<file path="config.mk">
export PLATFORM = sky130hd
export DESIGN_NAME = player_pos_ctrl
export DESIGN_NICKNAME = d
export VERILOG_FILES = /design/src/rtl/game_pkg.sv /design/src/rtl/hold_repeat.sv /design/src/rtl/player_pos_ctrl.sv
export SDC_FILE = /design/constraint.sdc
export NUM_CORES = 1
export LEC_CHECK = 0
export CORE_MARGIN = 2
export CORE_UTILIZATION = 66
export CTS_BUF_LIST = sky130_fd_sc_hd__clkbuf_4 sky130_fd_sc_hd__clkbuf_8
export CTS_CLUSTER_SIZE = 14
export DETAILED_ROUTE_END_ITERATION = 8
export GPL_TIMING_DRIVEN = 0
export PLACE_DENSITY = 0.89
export SYNTH_ARGS = -nofsm -noshare
export SYNTH_HDL_FRONTEND = slang
export SYNTH_SLANG_ARGS = --single-unit
</file>
<file path="constraint.sdc">
create_clock -name clock -period 13.9 [get_ports clock]
set_input_delay 2.085 -clock clock [delete_from_list [all_inputs] [get_ports clock]]
set_output_delay 2.085 -clock clock [all_outputs]
set_load 0.05 [all_outputs]
</file>
<file path="src/rtl/game_pkg.sv">
// Shared game constants, hold-FSM state encoding and clamp helper
// for the paddle/player position path.
package game_pkg;

  localparam int POS_W         = 10;
  localparam int SCREEN_HEIGHT = 768;
  localparam int SCREEN_WIDTH  = 1024;

  typedef enum logic [1:0] {
    S_IDLE,
    S_DELAY,
    S_REPEAT
  } hold_state_e;

  function automatic int clamp(input int v, input int lo, input int hi);
    if (v < lo) return lo;
    if (v > hi) return hi;
    return v;
  endfunction

endpackage

</file>
<file path="src/rtl/hold_repeat.sv">
// Button edge detect plus hold-to-repeat FSM; emits one-cycle
// up/down move events and a held flag.
module hold_repeat
  import game_pkg::*;
#(
  parameter int REPEAT_DELAY = 16_250_000,
  parameter int REPEAT_RATE  = 4_062_500,
  parameter int CNT_W        = 25
) (
  input  logic clock,
  input  logic reset_n,
  input  logic up,
  input  logic down,
  output logic ev_up,
  output logic ev_down,
  output logic held
);

  localparam logic [CNT_W-1:0] DLY_LAST = CNT_W'(REPEAT_DELAY - 1);
  localparam logic [CNT_W-1:0] RPT_LAST = CNT_W'(REPEAT_RATE - 1);

  hold_state_e      state_q, state_d;
  logic             dir_q, dir_d;
  logic [CNT_W-1:0] cnt_q, cnt_d;
  logic             prev_up_q, prev_down_q;

  logic rise_up, rise_dn, both;
  logic dir_lvl, opp_rise, limit_hit;

  assign rise_up = up & ~prev_up_q;
  assign rise_dn = down & ~prev_down_q;
  assign both    = up & down;

  // dir_q: 1 = moving down, 0 = moving up
  assign dir_lvl   = dir_q ? down : up;
  assign opp_rise  = dir_q ? rise_up : rise_dn;
  assign limit_hit = (state_q == S_DELAY) ? (cnt_q == DLY_LAST)
                                          : (cnt_q == RPT_LAST);

  always_comb begin
    state_d = state_q;
    dir_d   = dir_q;
    cnt_d   = cnt_q;
    ev_up   = 1'b0;
    ev_down = 1'b0;
    if (both) begin
      state_d = S_IDLE;
      cnt_d   = '0;
    end else begin
      case (state_q)
        S_IDLE: begin
          if (rise_up | rise_dn) begin
            ev_up   = rise_up;
            ev_down = rise_dn;
            dir_d   = rise_dn;
            cnt_d   = '0;
            state_d = S_DELAY;
          end
        end
        default: begin
          if (opp_rise) begin
            ev_up   = dir_q;
            ev_down = ~dir_q;
            dir_d   = ~dir_q;
            cnt_d   = '0;
            state_d = S_DELAY;
          end else if (!dir_lvl) begin
            cnt_d   = '0;
            state_d = S_IDLE;
          end else if (limit_hit) begin
            ev_up   = ~dir_q;
            ev_down = dir_q;
            cnt_d   = '0;
            state_d = S_REPEAT;
          end else begin
            cnt_d = cnt_q + 1'b1;
          end
        end
      endcase
    end
  end

  always_ff @(posedge clock) begin
    if (!reset_n) begin
      state_q     <= S_IDLE;
      dir_q       <= 1'b0;
      cnt_q       <= '0;
      prev_up_q   <= 1'b0;
      prev_down_q <= 1'b0;
    end else begin
      state_q     <= state_d;
      dir_q       <= dir_d;
      cnt_q       <= cnt_d;
      prev_up_q   <= up;
      prev_down_q <= down;
    end
  end

  assign held = (state_q != S_IDLE);

endmodule

</file>
<file path="src/rtl/player_pos_ctrl.sv">
// Bounded player position: accumulates move events into a saturating
// delta and commits it only at frame boundaries; load forces position.
module player_pos_ctrl
  import game_pkg::*;
#(
  parameter int POS_W        = 10,
  parameter int MIN_POS      = 0,
  parameter int MAX_POS      = 767,
  parameter int INIT_POS     = 384,
  parameter int STEP         = 100,
  parameter int REPEAT_DELAY = 16_250_000,
  parameter int REPEAT_RATE  = 4_062_500,
  parameter int CNT_W        = 25
) (
  input  logic             clock,
  input  logic             reset_n,
  input  logic             up,
  input  logic             down,
  input  logic             frame_start,
  input  logic             load,
  input  logic [POS_W-1:0] load_pos,
  output logic [POS_W-1:0] pos,
  output logic             pending,
  output logic             held
);

  localparam int RANGE = MAX_POS - MIN_POS;
  localparam int DW    = POS_W + 2;

  logic ev_up, ev_down;

  hold_repeat #(
    .REPEAT_DELAY (REPEAT_DELAY),
    .REPEAT_RATE  (REPEAT_RATE),
    .CNT_W        (CNT_W)
  ) u_hold (
    .clock   (clock),
    .reset_n (reset_n),
    .up      (up),
    .down    (down),
    .ev_up   (ev_up),
    .ev_down (ev_down),
    .held    (held)
  );

  logic signed [DW-1:0] delta_q, delta_d;
  logic [POS_W-1:0]     pos_q, pos_d;
  logic                 pending_q;
  int                   step_v, acc_base, acc_sum;

  // All arithmetic in 32-bit int so clamping never sees a wrapped value
  always_comb begin
    step_v   = ev_down ? STEP : (ev_up ? -STEP : 0);
    acc_base = frame_start ? 0 : int'(delta_q);
    acc_sum  = clamp(acc_base + step_v, -RANGE, RANGE);
    pos_d    = pos_q;
    delta_d  = DW'(acc_sum);
    if (load) begin
      pos_d   = POS_W'(clamp(int'(load_pos), MIN_POS, MAX_POS));
      delta_d = '0;
    end else if (frame_start) begin
      pos_d = POS_W'(clamp(int'(pos_q) + int'(delta_q), MIN_POS, MAX_POS));
    end
  end

  always_ff @(posedge clock) begin
    if (!reset_n) begin
      pos_q     <= POS_W'(INIT_POS);
      delta_q   <= '0;
      pending_q <= 1'b0;
    end else begin
      pos_q     <= pos_d;
      delta_q   <= delta_d;
      pending_q <= (delta_d != '0);
    end
  end

  assign pos     = pos_q;
  assign pending = pending_q;

endmodule

</file>
# Word-level counts from Yosys, hierarchy flattened

Index checks and enable logic that the tools add are counted.

RAM bits: 0
Bits in latches: 0
Bits in read-only memories: 0
Bits in registers: 53
Memories: 0

Multiply operators: 0
Bitwise logic cells: 9
Magnitude comparators: 5
Multiplexer cells: 55
Div/mod/pow operators: 0
Shifts and indexed selects: 0
Equal/unequal tests: 5
Reduce and logical (&&, ||, !) cells: 8
Add/sub/neg operators: 3

Operators by type and width:

| operator                | count |
|---|---|
| $mux W25                | 5 |
| $mux W32                | 3 |
| $mux W10                | 7 |
| $mux W12                | 5 |
| $add A32 B32 Y32        | 1 |
| $gt A32 B11 Y1 const B  | 1 |
| $lt A32 B11 Y1 const B  | 1 |
| $mux W1                 | 30 |
| $add A25 B1 Y25 const B | 1 |
| $eq A25 B22 Y1 const B  | 1 |
| $eq A25 B24 Y1 const B  | 1 |
| $add A11 B12 Y13        | 1 |
| $gt A13 B11 Y1 const B  | 1 |
| $lt A13 B1 Y1 const B   | 1 |
| $reduce_bool A12 Y1     | 1 |
| $gt A10 B10 Y1 const B  | 1 |
| $mux W2                 | 5 |
| $reduce_bool A2 Y1      | 3 |
| $not A1 Y1              | 5 |
| $ne A4 B4 Y1 const B    | 1 |
| $and A1 B1 Y1           | 3 |
| $reduce_and A3 Y1       | 1 |
| $eq A2 B1 Y1 const B    | 1 |
| $logic_not A2 Y1        | 1 |
| 4 further kinds         | 4 |

# Depth between registers and ports, before layout

Depth in word-level cells: 17
Gate-level depth with buffers: 24
Gate-level depth less buffers: 24

# Cells and area by module

From an unflattened synthesis, not the netlist that was laid out.

Cell total of the unflattened synthesis: 481
Area total of the unflattened synthesis: 4018.9 um2

By module, submodules not included:

| module          | cells an instance | area each (um2) | times used |
|---|---|---|---|
| player_pos_ctrl | 293               | 2449.8          | 1 |
| hold_repeat     | 188               | 1569.0          | 1 |

# Worst setup path after synthesis

OpenSTA, ideal clock, no wires.

Kind: input to register
From: input down
To: register delta_q[8]
Arrival time: 5.802 ns
Path slack: 7.983 ns
Cell stages on the path: 17
Required time: 13.785 ns
Cell sequence: nand3b_1 -> inv_1 -> ha_1 -> a211oi_1 -> a211oi_1 -> a21boi_0 -> o21ai_0 -> nand2b_1 -> a21o_1 -> fa_1 -> clkbuf_1 -> or4_1 -> nor4_1 -> o21ai_0 -> and3b_1 -> a21oi_1 -> o21a_1

Cells in the longest elaborated chain, start to end: 14

Ends and longest elaborated chain:

| item                                             | RTL line                             | source |
|---|---|---|
| start, declared                                  | player_pos_ctrl.sv:18                | `input logic down,` |
| $mux W1 or $and A1 B1 Y1 (tied branches)         | hold_repeat.sv:35, hold_repeat.sv:31 |  |
| $mux W1 (tied with other cells)                  | hold_repeat.sv:67                    | `end else if (!dir_lvl) begin` |
| $mux W1 (on tied branches)                       | hold_repeat.sv:61, hold_repeat.sv:52 |  |
| $mux W1                                          | hold_repeat.sv:50                    | `case (state_q)` |
| $mux W1                                          | hold_repeat.sv:46                    | `if (both) begin` |
| $mux W32                                         | player_pos_ctrl.sv:53                | `step_v = ev_down ? STEP : (ev_up ? -STEP : 0);` |
| $mux W32 (*)                                     | player_pos_ctrl.sv:53                |  |
| $add A32 B32 Y32 (*)                             | player_pos_ctrl.sv:55                | `acc_sum = clamp(acc_base + step_v, -RANGE, RANGE);` |
| $lt A32 B11 Y1 or $gt A32 B11 Y1 (tied branches) | game_pkg.sv:16, game_pkg.sv:17       |  |
| $mux W12 or $mux W1 (tied branches)              | game_pkg.sv:16, game_pkg.sv:17       |  |
| $mux W12 or $mux W1 (tied branches)              | game_pkg.sv:17                       | `if (v > hi) return hi;` |
| $mux W12                                         | game_pkg.sv:18                       | `return v;` |
| $mux W12 (*)                                     | game_pkg.sv:17                       |  |
| $mux W12 (*)                                     | player_pos_ctrl.sv:58                | `if (load) begin` |
| end signal, assigned                             | player_pos_ctrl.sv:73                | `delta_q <= delta_d;` |
| end, declared                                    | player_pos_ctrl.sv:46                | `logic signed [DW-1:0] delta_q, delta_d;` |

Mark *: on every way between the ends. The rest lies on a longest branch, timed or not. The select of a mux whose other input is x is not followed.
A chain may end at the register's enable or synchronous reset.

# Worst setup path after layout

Ends and elaborated chain as after synthesis.

==> impl_metrics.yaml <==
yosys:
  avgSynthCellArea_um2: 8.014
  synthArstFlopShare: 0
  syn_inst: 501
  yosys_warnings: 0
  yosys_most_used_dff: "dfxtp_1"
  seq_area_frac_synth: 0.2643
  synth_area_um2: 4015
  synthXorXnorAreaFrac: 0.08071
  syn_nets: 545
  synth-compound-area-share: 0.2138
  ys_seq_elements: 53
  synth.distinct_cells: 71
  synth_top_family_by_area: "simple AND/OR/NAND/NOR gates"
  synthMuxAreaShare: 0.01309
  synthAdderAreaFrac: 0.1003
  yosys.area_share.simple: 0.2964
  synth-edff-count: 0
setup_path:
  worst_path_largest_cell_delay_ps: 560
  worstSetupStartpointType: "input port"
  crit_arrival_ps: 7260
  end_kind: "flop"
  crit_path_max_fanout: 10
  worstSetupPathType: "input port to flop"
  cp_cell_sequence: "clkdlybuf4s50_1 -> nand3b_1 -> inv_1 -> ha_1 -> a211o_1 -> a21oi_1 -> a21boi_0 -> o21ai_0 -> nand2b_1 -> a21o_1 -> fa_1 -> clkbuf_1 -> or4_1 -> nor4_1 -> o21ai_0 -> and3b_1 -> a21oi_1 -> o21a_1"
  cp_slowest_cell: "or4_1"
  cp.required_ps: 14110
die:
  dieHeight_um: 82.00
  core_area_um2: 5886
  placementRows: 28
  initial_core_util: 0.6822
  die_w_um: 82.00
  die-area_um2: 6723
  ios: 28
routing:
  dr_wl_met3_um: 429
  postRouteAntennaNets: 0
  drtIter0Drc: 158
  drtPass1Iterations: 4
  vias: 3829
  post_drt_wl_per_cell_um: 16.30
  highest_layer: "met4"
  route.met2.wl_um: 5003
  viasPerCell: 6.267
  drc: 0
  wl_um: 9962
  wl_met1_um: 4276
sta:
  fmax_ghz: 0.1420
  worstMarginPinSlew_ps: 583.8
  max_slew_margin: 0.6081
  hold_violations: 0
  setup-violations-final: 0
  slew_violations: 0
  whs_ps: 485.1
  setup_ws_ps: 6859
  period_needed_ps: 7041
  tns_ps: 0
  rsz0062_at_grt: "false"
  period_share: 0.5066
  final.setup_skew_ps: 10.79
global_routing:
  grt_pass1_vias: 3702
  grt_pass1_wl_um: 16640
  grt_use_total: 0.3172
  antenna_found_initial: 0
  grt_overflow: 0
  grt_max_degree: 17
power:
  clockPowerShare: 0.273
  power.density_nw_per_um2: 90.13
  vdd_drop_max_v: 0.00008652
  power_frac_seq: 0.411
  netSwitchingFraction: 0.3394
  p_int_mw: 0.2679
  leakagePower_nw: 1.702
  power_frac_comb: 0.316
  p_sw_mw: 0.1376
cells_and_area:
  finalNetCount: 579
  drive_gt1_frac: 0.05784
  layout_common_cells: "nor2_1, dfxtp_1, o21ai_0"
  final_common_cell: "nor2_1"
  synthToLayoutAreaGrowth_pct: 12.06
  diodes: 0
  fill_cells: 449
outcome:
  outcome: "finished, final reports clean"
clocking:
  cts_buffers: 5
  postCtsHoldBufs: 0
  cts_sinks: 53
  clock_latency_ps: 310
  clk_path_buf_depth: 2
  htreeDepth: 2
  cts-resized-gates: 0
  ctsRootBufferMaster: "clkbuf_8"
  clkTransAtPathRegs_ps: 100
  cts_tree: "built"
  post-cts-setup-buffers: 0
placed_design:
  place_hpwl_um: 7596
  io_buffer_count: 27
  dp_slack_ps: 6632
  gp_congestion: 0.8991
worst_hold_path:
  hold_path_class: "flop to flop"
run:
  drv_cap: 0
==> sequential cells by signal, summed over array words and instances (netlist names) <==
register / cells
u_hold.prev_down_q: 1
delta_q: 12
u_hold.prev_up_q: 1
u_hold.state_q: 2
u_hold.dir_q: 1
pending: 1
pos: 10
u_hold.cnt_q: 25
==> cell families after synthesis <==
group                    after synthesis
AO/OA/AOI/OAI                        129
XOR/XNOR                              37
adder cells (fa/ha/maj)               28
buffers and inverters                 31
flip-flops                            53
multiplexers                           5
AND/OR/NAND/NOR                      218
==> layout make-up <==
cell class	instances	area, um^2	area share
Sequential cell	53	1061	0.2358
Clock inverter	2	37.54	0.008343
Buffer	16	70.07	0.01557
Inverter	15	56.30	0.01251
Tap cell	75	93.84	0.02086
Multi-Input combinational cell	417	2828	0.6285
Clock buffer	6	82.58	0.01835
Timing Repair Buffer	27	270.3	0.06007
==> final timing paths <==
kind | startpoint | cells past startpoint | endpoint | slack [ps]
setup / recovery | down | 18 | delta_q[8]$_SDFF_PN0_ | 6860
hold reg to reg | u_hold.state_q[0]$_SDFFE_PP0P_ | 2 | u_hold.state_q[0]$_SDFFE_PP0P_ | 490
hold / removal | u_hold.state_q[0]$_SDFFE_PP0P_ | 2 | u_hold.state_q[0]$_SDFFE_PP0P_ | 490
setup reg to reg | u_hold.cnt_q[0]$_SDFFE_PP0P_ | 23 | delta_q[8]$_SDFF_PN0_ | 7490
==> through the flow <==
step	instances	util	total power, mW	area [um^2]
6_report	611	0.7645	0.4055	4499
5_1_grt	611	0.7645	0.4245	4499
4_1_cts	611	0.7645	0.4040	4499
3_5_place_dp	603	0.7440	0.2948	4379
3_3_place_gp	603	0.7440	0.2902	4379
2_1_floorplan	501	-	0.2606	4015
==> layer usage <==
layer / vias up / track usage
met4: 0 / 0.1133
met2: 120 / 0.5732
li1: 1878 / -
met1: 1804 / 0.3769
met5: - / 0
met3: 27 / 0.05055
==> cells in the mapped netlist, types with 3 or more instances <==
cell type | n | area, um^2
a211oi_1 | 3 | 22.52
a21boi_0 | 5 | 37.54
a21o_1 | 5 | 37.54
a21oi_1 | 33 | 165.2
a31oi_1 | 5 | 31.28
and2_1 | 5 | 31.28
and3_1 | 4 | 25.02
and4_1 | 4 | 35.03
and4b_1 | 3 | 30.03
clkbuf_1 | 12 | 45.04
dfxtp_1 | 53 | 1061
fa_1 | 7 | 140.1
ha_1 | 21 | 262.8
inv_1 | 15 | 56.30
mux2i_1 | 3 | 30.03
nand2_1 | 37 | 138.9
nand2b_1 | 18 | 112.6
nand3_1 | 14 | 70.07
nand3b_1 | 4 | 30.03
nand4_1 | 8 | 50.05
nand4b_1 | 5 | 43.79
nor2_1 | 58 | 217.7
nor2b_1 | 18 | 112.6
nor3_1 | 11 | 55.05
nor4_1 | 5 | 31.28
nor4b_1 | 4 | 35.03
o211ai_1 | 4 | 30.03
o21a_1 | 5 | 37.54
o21ai_0 | 38 | 190.2
o21bai_1 | 4 | 30.03
o22ai_1 | 3 | 18.77
or3_1 | 3 | 18.77
xnor2_1 | 23 | 201.4
xor2_1 | 14 | 122.6
==> power groups by stage <==
stage	Sequential (mW)	Combinational (mW)	Clock (mW)
6_report	0.167	0.128	0.111
5_1_grt	0.168	0.140	0.118
4_1_cts	0.167	0.126	0.111
3_5_place_dp	0.170	0.125	0
3_3_place_gp	0.170	0.121	0
2_1_floorplan	0.182	0.0783	0
==> worst max-delay path, delay by kind of cell <==
family,cells,cell delay [ps]
AND/OR/NAND/NOR,5,1690
AO/OA/AOI/OAI,8,1520
buffers and inverters,3,1270
adder cells (fa/ha/maj),2,670
Power figures use the tool's default switching activity.
